**config.mk**
```make
export PLATFORM = sky130hd
export DESIGN_NAME = reg_bus_arb
export DESIGN_NICKNAME = d
export VERILOG_FILES = /design/src/rtl/reg_bus_pkg.sv /design/src/rtl/reg_bus_arb_rr_arb2.sv /design/src/rtl/reg_bus_arb.sv
export SDC_FILE = /design/constraint.sdc
export NUM_CORES = 1
export LEC_CHECK = 0
export CAP_MARGIN = 20
export CELL_PAD_IN_SITES_DETAIL_PLACEMENT = 0
export CELL_PAD_IN_SITES_GLOBAL_PLACEMENT = 2
export CORE_MARGIN = 5
export CORE_UTILIZATION = 25
export DETAILED_ROUTE_END_ITERATION = 8
export GPL_TIMING_DRIVEN = 0
export PLACE_DENSITY_LB_ADDON = 0.12
export SLEW_MARGIN = 15
export SYNTH_ARGS = -nofsm -noshare
export SYNTH_HDL_FRONTEND = slang
export SYNTH_HIERARCHICAL = 1
export SYNTH_SLANG_ARGS = --single-unit
```
**constraint.sdc**
```tcl
create_clock -name clk -period 5.3 [get_ports clk]
set_clock_uncertainty 0.2 [all_clocks]
set_input_delay 1.06 -clock clk [delete_from_list [all_inputs] [get_ports clk]]
set_output_delay 1.06 -clock clk [all_outputs]
set_load 0.02 [all_outputs]
```
**src/rtl/reg_bus_pkg.sv**
```systemverilog
// -----------------------------------------------------------------------------
// reg_bus_pkg
//   Shared definitions for the peripheral register-bus arbiter:
//   FSM state encoding, master index constants and default bus widths.
// -----------------------------------------------------------------------------
package reg_bus_pkg;

  typedef logic [1:0] state_t;

  localparam state_t ST_IDLE   = 2'd0;
  localparam state_t ST_STROBE = 2'd1;
  localparam state_t ST_RESP   = 2'd2;

  localparam logic M_CORE = 1'b0;
  localparam logic M_DBG  = 1'b1;

  localparam int BW_DEF = 32;
  localparam int AW_DEF = 4;

endpackage

```
**src/rtl/reg_bus_arb_rr_arb2.sv**
```systemverilog
// -----------------------------------------------------------------------------
// rr_arb2
//   Two-request round-robin arbiter, purely combinational.
//   Ports:
//     req[1:0]    request lines (bit 0 = CORE, bit 1 = DBG)
//     last_grant  index of the master served most recently
//     en          arbitration enable; grant is forced to CORE when low
//     grant       index of the winning master
// -----------------------------------------------------------------------------
module rr_arb2
  import reg_bus_pkg::*;
(
  input  logic [1:0] req,
  input  logic       last_grant,
  input  logic       en,
  output logic       grant
);

  always_comb begin
    grant = M_CORE;
    if (en) begin
      // On a tie the master that was not served last wins.
      if (req == 2'b11) grant = ~last_grant;
      else if (req[1])  grant = M_DBG;
      else              grant = M_CORE;
    end
  end

endmodule

```
**src/rtl/reg_bus_arb.sv**
```systemverilog
// -----------------------------------------------------------------------------
// reg_bus_arb
//   Two-master arbiter/sequencer for the peripheral register bank.
//   Master 0 is the CORE load/store port, master 1 the debug/DMA port.
//   One access at a time: IDLE (arbitrate, latch) -> STROBE (one-hot strobes,
//   capture read data) -> RESP (registered ack + rdata).
//
//   Ports:
//     clk, rst_n                 clock, asynchronous active-low reset
//     mN_req/we/addr/wdata       master N request (held until mN_ack)
//     mN_ack, mN_rdata           1-cycle completion pulse, read data (0 else)
//     reg_we, reg_re             one-hot write/read strobes to the bank
//     reg_wdata                  write data to the bank
//     reg_rdata                  OR-combined read data from the bank
//
//   Optional feature macro REG_BUS_ERR_EN: adds m0_err/m1_err outputs and the
//   RO_MASK parameter. err pulses with ack for out-of-range addresses and for
//   writes to read-only registers; such writes get no reg_we strobe.
// -----------------------------------------------------------------------------
module reg_bus_arb
  import reg_bus_pkg::*;
#(
  parameter int BW   = BW_DEF,
  parameter int AW   = AW_DEF,
  parameter int NREG = 16
`ifdef REG_BUS_ERR_EN
  , parameter logic [NREG-1:0] RO_MASK = '0
`endif
) (
  input  logic            clk,
  input  logic            rst_n,
  input  logic            m0_req,
  input  logic            m0_we,
  input  logic [AW-1:0]   m0_addr,
  input  logic [BW-1:0]   m0_wdata,
  output logic            m0_ack,
  output logic [BW-1:0]   m0_rdata,
  input  logic            m1_req,
  input  logic            m1_we,
  input  logic [AW-1:0]   m1_addr,
  input  logic [BW-1:0]   m1_wdata,
  output logic            m1_ack,
  output logic [BW-1:0]   m1_rdata,
  output logic [NREG-1:0] reg_we,
  output logic [NREG-1:0] reg_re,
  output logic [BW-1:0]   reg_wdata,
  input  logic [BW-1:0]   reg_rdata
`ifdef REG_BUS_ERR_EN
  , output logic          m0_err
  , output logic          m1_err
`endif
);

  state_t          state;
  logic            grant;
  logic            last_grant;
  logic            arb_grant;
  logic            any_req;

  logic            lat_we;
  logic [AW-1:0]   lat_addr;
  logic [BW-1:0]   lat_wdata;

  logic [NREG-1:0] dec;
  logic            in_range;
  logic            ro_hit;
  logic [BW-1:0]   rsp_data;

  assign any_req = m0_req | m1_req;

  rr_arb2 u_arb (
    .req        ({m1_req, m0_req}),
    .last_grant (last_grant),
    .en         (state == ST_IDLE),
    .grant      (arb_grant)
  );

  // Address decode. An address with no matching register leaves dec all-zero,
  // which doubles as the out-of-range indication.
  always_comb begin
    dec = '0;
    for (int i = 0; i < NREG; i++) begin
      dec[i] = (int'(lat_addr) == i);
    end
  end

  assign in_range = |dec;

`ifdef REG_BUS_ERR_EN
  assign ro_hit = lat_we & |(dec & RO_MASK);
`else
  assign ro_hit = 1'b0;
`endif

  always_comb begin
    reg_we    = '0;
    reg_re    = '0;
    reg_wdata = '0;
    if (state == ST_STROBE) begin
      reg_wdata = lat_wdata;
      reg_we    = (lat_we && !ro_hit) ? dec : '0;
      reg_re    = lat_we ? '0 : dec;
    end
  end

  assign rsp_data = (!lat_we && in_range) ? reg_rdata : '0;

  // ---- Stage boundary: IDLE -> STROBE, latch the winning master's fields ----
  always_ff @(posedge clk) begin
    if (state == ST_IDLE && any_req) begin
      if (arb_grant == M_DBG) begin
        lat_we    <= m1_we;
        lat_addr  <= m1_addr;
        lat_wdata <= m1_wdata;
      end else begin
        lat_we    <= m0_we;
        lat_addr  <= m0_addr;
        lat_wdata <= m0_wdata;
      end
    end
  end

  // ---- Stage boundary: control FSM, STROBE -> RESP registered response ----
  always_ff @(posedge clk or negedge rst_n) begin
    if (!rst_n) begin
      state      <= ST_IDLE;
      grant      <= M_CORE;
      last_grant <= M_DBG;
      m0_ack     <= 1'b0;
      m1_ack     <= 1'b0;
      m0_rdata   <= '0;
      m1_rdata   <= '0;
`ifdef REG_BUS_ERR_EN
      m0_err     <= 1'b0;
      m1_err     <= 1'b0;
`endif
    end else begin
      m0_ack   <= 1'b0;
      m1_ack   <= 1'b0;
      m0_rdata <= '0;
      m1_rdata <= '0;
`ifdef REG_BUS_ERR_EN
      m0_err   <= 1'b0;
      m1_err   <= 1'b0;
`endif
      case (state)
        ST_IDLE: begin
          if (any_req) begin
            grant <= arb_grant;
            state <= ST_STROBE;
          end
        end
        ST_STROBE: begin
          state <= ST_RESP;
          if (grant == M_DBG) begin
            m1_ack   <= 1'b1;
            m1_rdata <= rsp_data;
`ifdef REG_BUS_ERR_EN
            m1_err   <= ~in_range | ro_hit;
`endif
          end else begin
            m0_ack   <= 1'b1;
            m0_rdata <= rsp_data;
`ifdef REG_BUS_ERR_EN
            m0_err   <= ~in_range | ro_hit;
`endif
          end
        end
        ST_RESP: begin
          last_grant <= grant;
          state      <= ST_IDLE;
        end
        default: state <= ST_IDLE;
      endcase
    end
  end

  // A granted master must hold its request until its ack has been seen.
  a_m0_hold: assert property (@(posedge clk) disable iff (!rst_n)
    (state != ST_IDLE && grant == M_CORE) |-> m0_req);
  a_m1_hold: assert property (@(posedge clk) disable iff (!rst_n)
    (state != ST_IDLE && grant == M_DBG) |-> m1_req);

endmodule

```
==> flow_metrics.tcl <==
set metrics [dict create \
    wl_um 12810 \
    maxSlewHeadroom 0.6619 \
    via_per_inst 3.980 \
    cp.depth 5 \
    path_buf_inv 2 \
    endpoint "reg_re[12]" \
    internal_power_mw 2.065 \
    syn_avg_cell_area_um2 12.58 \
    ff2ff_path_depth 6 \
    final_layout_size_suffix_gt1_frac 0.1938 \
    setup_violations 0 \
    synth_area_um2 4492 \
    utilization 0.4217 \
    synth_area_leader_cell "dfrtp_1" \
    synth-main-ff-cell "dfrtp_1" \
    r2r_setup_slack_ns 3.14 \
    diodes 0 \
    fin_crit_sh 0.6572 \
    port_buffers 239 \
    cts_made_buffers 9 \
    status "complete, no violations" \
    clock_path_buffers 2 \
    yosysSeqAreaShare 0.6376 \
    dp_cells 827 \
    root_buffer "clkbuf_16" \
    grt_pass1_wl_um 19040 \
    synthTopCellsByCount "dfrtp_1 (69), nor2_1 (62), nand2b_1 (40)" \
    switching_share 0.3432 \
    p_clk_frac 0.218 \
    worst_ep_required_time_ns 4.04 \
    critPathMaxStageDelay_ns 0.65 \
    synthesis.nets 467 \
    slew_viol_final 0 \
    die_y_um 144.0 \
    core_um2 17840 \
    ir_drop_v 0.0001585 \
    fin_tns_setup_ns 0 \
    cp_top_family "buffers and inverters" \
    start_util 0.2518 \
    row_count 49 \
    clock.fmax_mhz 287.1 \
    synthCells 357 \
    vias 3355 \
    p_comb_frac 0.424 \
    grt.overflow.total 0 \
    synthTopCellsByArea "dfrtp_1 (38%), edfxtp_1 (25%), mux2_2 (9.8%)" \
    grt_max_degree 51 \
    power_density_nw_per_um2 417.8 \
    cp-start-kind "flip-flop" \
    worstHoldPathType "primary input to asynchronous set/reset pin" \
    cp_slowest_cell "clkdlybuf4s50_1" \
    yosysWarningCount 6 \
    clkSinkCount 107 \
    synth_top_cell_area_share 0.3844 \
    rsz0062_at_grt "no" \
    finalHoldViolCount 0 \
    r2r-start "state[1]" \
    die_area_um2 20750 \
    hpwl_um 10030 \
    synth_cell_types 25 \
    syn2layout_area_growth_pct 67.49 \
    drv_cap 0 \
    postCtsSetupBuffers 0 \
    r2r-end "lat_addr[2]" \
    cp_cell_sequence "buf_2 > nor3b_2 > nand3_1 > nor3_1 > clkdlybuf4s50_1" \
    grt_usage 0.1211 \
    tightest_slew_ns 0.5071 \
    clk_latency_ns 0.34 \
    route.detailed.drc 0 \
    p_leak_nw 2.982 \
    grt_pass1_vias 3543 \
    synth-async-reset-ratio 0.6542 \
    die_x_um 144.0 \
    synth.most_common_cell "dfrtp_1" \
    holdWs_ns 0.3856 \
    path_clk_slew_ns 0.07 \
    drtIter0Drc 68 \
    gp_congestion 0.7414 \
    synth_edf_count 37 \
    synth-seq-cells 107 \
    critical_path_class "flip-flop to output pin" \
    final_area_um2 7523 \
    ctsHoldBuffers 0 \
    crit_path_max_fanout 10 \
    cts.repair.resized 0 \
    postRouteAntennaNets 0 \
    arrival_ns 2.22 \
    stdcell_count 843 \
    place_area_um2 7224 \
    pin_count 240 \
    drt-wirelength-per-cell_um 15.19 \
    cp-end-kind "output pin" \
    critical_path.startpoint "lat_we" \
    antenna_found_initial 0 \
    cts_tree "yes" \
    p_sw_mw 1.079 \
    htree_levels 3 \
    nNetsFinal 719 \
    dr.pass1.iters 4 \
    min_period_ns 3.483 \
    pwr-share-seq 0.358 \
]
==> per-stage QoR <==
step                      setup WS [ns]  total power [mW]
final                             1.817             3.144
after global routing              1.591             3.335
after CTS                         1.736             3.205
after floorplan                   2.584             1.893
after detailed placement          2.142             2.509
after global placement           0.6529             2.484
==> cell usage in the layout, fill, tap and decap left out <==
cell type / instances
clkdlybuf4s50_1: 238
dfrtp_1: 69
nor2_1: 62
nand2b_1: 40
mux2_2: 39
edfxtp_1: 37
and2_1: 32
nor2_2: 29
buf_2: 12
clkbuf_16: 9
nor3_1: 5
buf_4: 4
nand2_1: 4
nor3_2: 3
clkbuf_1: 3
buf_6: 3
inv_6: 3
nand4b_2: 2
nand3_1: 2
clkbuf_2: 2
inv_1: 2
clkinv_2: 2
buf_16: 2
nor2b_2: 1
nand4_2: 1
nor3b_2: 1
nand2_4: 1
o21a_2: 1
o21a_1: 1
bufinv_16: 1
clkinvlp_4: 1
dfstp_2: 1
a21oi_2: 1
==> worst min-delay path by stage <==
stage / endpoint / depth (start not counted)
after floorplan: state[0] / 2
after global placement: state[0] / 2
after detailed placement: state[0] / 2
after CTS: m1_rdata[18] / 1
after global routing: m0_rdata[18] / 1
final: m0_rdata[18] / 1
==> flip-flops by register name, indices dropped and copies added (netlist names) <==
register / flops
grant: 1
last_grant: 1
lat_addr: 4
lat_wdata: 32
lat_we: 1
m0_ack: 1
m0_rdata: 32
m1_ack: 1
m1_rdata: 32
state: 2
==> metal layers <==
| metal | GRT usage | vias to the layer above | part of all wire |
|---|---|---|---|
| met3 | 0.05919 | 11 | 0.14 |
| li1 | - | 1662 | - |
| met1 | 0.1324 | 1524 | 0.37 |
| met2 | 0.2016 | 158 | 0.48 |
| met5 | 0 | - | 0 |
| met4 | 0.04906 | 0 | 0.015 |
==> final cells by class <==
type	instances	area (um2)
Fill cell	1689	10320
Sequential cell	107	2864
Timing Repair Buffer	241	2445
Multi-Input combinational cell	225	1484
Tap cell	229	286.5
Clock buffer	9	225.2
Buffer	23	137.6
Clock inverter	7	73.82
Inverter	2	7.507
==> power groups by stage <==
stage / clock, mW / sequential (mW) / combinational [mW]
after detailed placement: 0 / 1.15 / 1.36
after global placement: 0 / 1.15 / 1.33
after global routing: 0.737 / 1.15 / 1.45
after floorplan: 0 / 1.22 / 0.678
after CTS: 0.704 / 1.13 / 1.37
final: 0.684 / 1.13 / 1.33
==> kinds of logic after synthesis <==
| kind of cell | synth area share |
|---|---|
| buf+inv | 0.03231 |
| compound gates | 0.005292 |
| flops | 0.6376 |
| mux | 0.09777 |
| simple gates | 0.2270 |
==> worst reg2reg max path, cell delays in order, from the launching register on <==
cell,delay [ns]
dfrtp_1,0.42
nor2_1,0.19
nand2_1,0.09
a21oi_2,0.13
buf_2,0.29
buf_4,0.25
mux2_2,0.36
(Power assumes the default switching activity.)
==> RTL change 1, RTL diff (same flow settings) <==
The option `REG_BUS_ERR_EN` is turned on by a define.
--- a/src/rtl/reg_bus_arb.sv
+++ b/src/rtl/reg_bus_arb.sv
@@ -17,6 +17,8 @@
 //   RO_MASK parameter. err pulses with ack for out-of-range addresses and for
 //   writes to read-only registers; such writes get no reg_we strobe.
 // -----------------------------------------------------------------------------
+`define REG_BUS_ERR_EN
+
 module reg_bus_arb
   import reg_bus_pkg::*;
 #(
Check against the original RTL (old outputs only; new: m0_err and m1_err): equivalent (Yosys induction, for registers that start in step).
==> RTL change 1 against the unedited design <==
- die area decreased by 0.96%
- total power decreased by 1.9%
- setup slack got worse by 0.13 ns
- final area decreased by 0.75%
- sequential cell count increased by 2
- register-to-register slack got worse by 0.06 ns
- routed wire length increased by 2.4%
- synthesized area decreased by 1.0%
- critical endpoint is now reg_we[8]
- largest power group unchanged
==> RTL change 1: results (changes against the unedited design) <==
stage;metric;value;unit;change
finish;Final Non-Filler Cells;842;;-0.12%
yosys;commonest cells in the netlist;90 x nor2_1, 71 x dfrtp_1, 39 x mux2_2;;
routing;met1 WL;4950;um;+4.3%
global_routing;first-pass GRT wire length;19800;um;+3.8%
routing;routed len/inst;15.6;um;+2.5%
yosys;count leader, synth;nor2_1;;
yosys;Synth Area in Adders;0;%;unchanged
hold_path;HP Class;reg2reg;;
power;Internal Power;2.02;mW;-2.2%
routing;drt first pass iters;4;;unchanged
place;RePlAce Congestion;0.779;;+5.0%
setup_path;Worst setup endpoint;reg_we[8];;
power;Comb power;1.28;mW;-4%
routing;DR vias;3409;;+1.6%
place;placed insts;826;;-0.12%
finish;post-layout net count;722;;+0.42%
yosys;mean post-synth cell area;12.5;um^2;-1.0%
finish;Filler Cell Count;1620;;-4.1%
setup_path;reg2reg setup slack;3.08;ns;-0.06 ns
yosys;mux contribution to synthesized area;9.88;%;+0.10 points
power;Leak;2.96;nW;-0.65%
yosys;post-synthesis sequential area ratio;65.6;%;+1.8 points
run_status;status;completed;;
global_routing;vias in the first global route;3631;;+2.5%
global_routing;total track usage;12.6;%;+0.47 points
global_routing;largest net degree at the start of global routing;46;;-9.8%
place;Port Buffers;241;;+0.84%
place;DP HPWL;10300;um;+3.1%
yosys;ranking of synthesized cells by area;dfrtp_1 40%, edfxtp_1 25%, mux2_2 9.9%, nor2_1 7.6%, nand2b_1 5.1%;;
routing;DR WL met2;6320;um;+3.1%
yosys;ys async rst share;66.1;%;+0.63 points
yosys;Synth Area in Compound Gates;0.535;%;+0.0055 points
power;VDD IR max;0.215;mV;+36%
place;placed cell area;7180;um^2;-0.59%
routing;met3 WL;1670;um;-3.8%
finish;share of post-route cells with drive strength above 1;14.3;%;-5.1 points
setup_path;RR Endpoint;lat_wdata[29];;
setup_path;Worst R2R Start;state[0];;
setup_path;CP arrival;2.36;ns;+0.14 ns
## RTL change 1: cell types whose count changed in the layout (fill, tap and decap cells not counted), moves of 4 or more
cell      change
nor2_2       -29
nor2_1       +28
nand2b_1      -4
clkbuf_1      +5
## RTL change 1: through the flow
step                      setup slack [ns]  power [mW]
after global placement               0.564        2.48
after detailed placement              2.02        2.49
final                                 1.68        3.08
after CTS                             1.63        3.16
after global routing                  1.52        3.28
after floorplan                       2.58        1.88
## RTL change 1: worst min path at each step
stage / from / to / slack [ns] / cells after the start
floorplan: grant / grant / 0.33 / 1
global placement: state[1] / state[0] / 0.37 / 2
detailed placement: state[1] / state[0] / 0.36 / 2
CTS: state[1] / state[0] / 0.37 / 2
global route: state[1] / state[0] / 0.41 / 2
finish: state[1] / state[0] / 0.37 / 2
## RTL change 1: cell families (layout without fill, tap and decap cells)
logic type             after synthesis  after routing
flip-flops                         109            109
buffers and inverters               24            283
AND/OR/NAND/NOR                    181            181
AO/OA/AOI/OAI                        3              3
other                                1              2
multiplexers                        39             39
## RTL change 1: area by class of cell
class | count | area, um^2 | area share [%]
clock buffers | 9 | 225 | 3.02
well taps | 225 | 282 | 3.77
inverters | 3 | 11.3 | 0.151
flip-flops and latches | 109 | 2910 | 39.0
plain buffers | 21 | 95.1 | 1.27
clock inverters | 7 | 60.1 | 0.804
repair buffers | 243 | 2450 | 32.8
multi-input cells | 225 | 1430 | 19.2
## RTL change 1: critical path, stage by stage, from the launching register on
cell and delay, ns:
edfxtp_1 0.42, clkbuf_2 0.24, buf_2 0.27, nand4b_1 0.22, nor3_1 0.22, clkdlybuf4s50_1 0.66
## RTL change 1: per-layer routing
metal	vias to the layer above	GRT usage, %
met3	10	5.92
met4	0	4.01
met1	1567	14.0
met2	159	21.4
met5	-	0
li1	1673	-
==> RTL change 2, RTL diff (config.mk and constraints unchanged) <==
Made on the original files. Reset style: synchronous (`rst_n`), changed in one clocked block. Comments in the files are not updated.
--- a/src/rtl/reg_bus_arb.sv
+++ b/src/rtl/reg_bus_arb.sv
@@ -121,7 +121,7 @@
   end
 
   // ---- Stage boundary: control FSM, STROBE -> RESP registered response ----
-  always_ff @(posedge clk or negedge rst_n) begin
+  always_ff @(posedge clk) begin
     if (!rst_n) begin
       state      <= ST_IDLE;
       grant      <= M_CORE;
Check against the original RTL: differs if rst_n is asserted again (counterexample within 4 cycles, from zero or initial values and one cycle with rst_n low); with rst_n held inactive, the same outputs for 10 cycles.
==> RTL change 2 against the unedited design <==
- final area shrank 6.9%
- critical path depth grew 1
- synthesized area fell by 10%
- first-iteration DRC count fell by 1.5%
- sequential cell count unchanged
- hold slack lost 0.074 ns
- routed wire length down 4.4%
- setup slack worse by 0.023 ns
- critical endpoint is now reg_re[8]
- highest routed layer unchanged
Power is not compared: it rests on default switching activity, and its combinational part moved more than twofold at a synthesized area within 25%.
==> RTL change 2: results (changes against the unedited design) <==
stage;metric;value;unit;change
routing;routed len/inst;14.7;um;-2.9%
clock_network;clock root buffer;clkbuf_16;;
setup_path;Worst setup endpoint;reg_re[8];;
hold_path;hold wc startpoint;last_grant;;
yosys;total nets after synthesis;468;;+0.21%
finish;share of post-route cells with drive strength above 1;12.7;%;-6.7 points
yosys;commonest cells in the netlist;98 x nor2_1, 70 x dfxtp_1, 37 x edfxtp_1, 37 x mux2_2, 35 x nand2b_1;;
routing;final wirelength;12200;um;-4.4%
setup_path;crit-path max cell delay;0.63;ns;-0.02 ns
place;DP HPWL;9560;um;-4.6%
place;placed cell area;6720;um^2;-7.0%
global_routing;largest net degree at the start of global routing;28;;-45%
finish;nonclk buf count;261;;-1.1%
routing;initial DRC count;67;;-1.5%
yosys;count of cell types in the netlist;24;;-4.0%
finish;multi-input combinational area share;19.9;%;+0.14 points
setup_path;Crit Path Max Fanout;10;;unchanged
routing;met1 WL;4500;um;-5.3%
finish;Area Overhead vs Synth;73.6;%;
place;placed insts;814;;-1.6%
yosys;ranking of synthesized cells by area;dfxtp_1 35%, edfxtp_1 28%, mux2_2 10%, nor2_1 9.1%, nand2b_1 5.4%;;
run_status;status;completed;;
timing;hold slack;0.312;ns;-0.0738 ns
routing;via/cell ratio;3.95;;-0.73%
timing;crit path time final;3.51;ns;+0.0226 ns
finish;Filler Cell Count;1561;;-7.6%
finish;fin area;7000;um^2;-6.9%
yosys;post-synthesis sequential area ratio;62.3;%;-1.5 points
routing;DR WL met2;6120;um;-0.21%
global_routing;total track usage;13.0;%;+0.86 points
setup_path;RR Endpoint;lat_wdata[2];;
global_routing;met2 Use GR;21.9;%;+1.7 points
yosys;Synth Flop Type;dfxtp_1;;
finish;# clk buffers;10;;+1
global_routing;met3 Resource Use GR;5.88;%;-0.037 points
global_routing;first-pass GRT wire length;18400;um;-3.4%
setup_path;reg2reg setup slack;3.24;ns;+0.10 ns
yosys;ys async rst share;0;%;-65 points
routing;met3 WL;1380;um;-21%
yosys;mean post-synth cell area;11.3;um^2;-10%
hold_path;hold path cells;2;;
timing;Slew HR;70.8;%;+4.6 points
global_routing;GRT met1 Usage;14.2;%;+0.98 points
finish;Clock-cell share;4.06;%;+0.081 points
finish;comb_multi_in;228;;+1.3%
finish;fraction of area in registers;35.9;%;-2.2 points
hold_path;HP Class;reg2reg;;
finish;Final non-clock buffer share;36.2;%;+1.9 points
place;Setup WS pre-CTS;2.10;ns;-0.0473 ns
place;RePlAce Congestion;0.739;;-0.27%
setup_path;Worst R2R Start;state[1];;
global_routing;vias in the first global route;3395;;-4.2%
setup_path;Largest delay share family, worst path;buffers and inverters;;
RTL change 2: cell count changes in the layout (fill, tap and decap cells not counted), moves of 3 or more:
cell and delta:
dfxtp_1 +70, nand2b_1 -5, buf_1 +3, nor2_1 +36, nor2_2 -29, dfrtp_1 -69
nand2_1 +4, nor3_2 -3, buf_2 -5, buf_4 +4, nor3_1 -5
RTL change 2: worst min-delay path: cells and delay by family (launching register included):
| family | cells | cell delay [ns] |
|---|---|---|
| simple gates | 1 | 0.06 |
| mux | 1 | 0.08 |
| flops | 1 | 0.35 |
RTL change 2: cell families (layout without fill, tap and decap cells):
family,after synthesis,after routing,synth area share (%)
AO/OA/AOI/OAI,2,2,0.403
buffers and inverters,23,279,3.29
flip-flops,107,107,62.3
multiplexers,39,39,10.8
AND/OR/NAND/NOR,187,187,23.2
RTL change 2: power breakdown:
part	leakage (nW)	internal [mW]	switching, mW
sequential	0.928	0.899	0.0121
clock	0.140	0.336	0.307
combinational	1.48	0.182	0.142
total	2.55	1.42	0.461
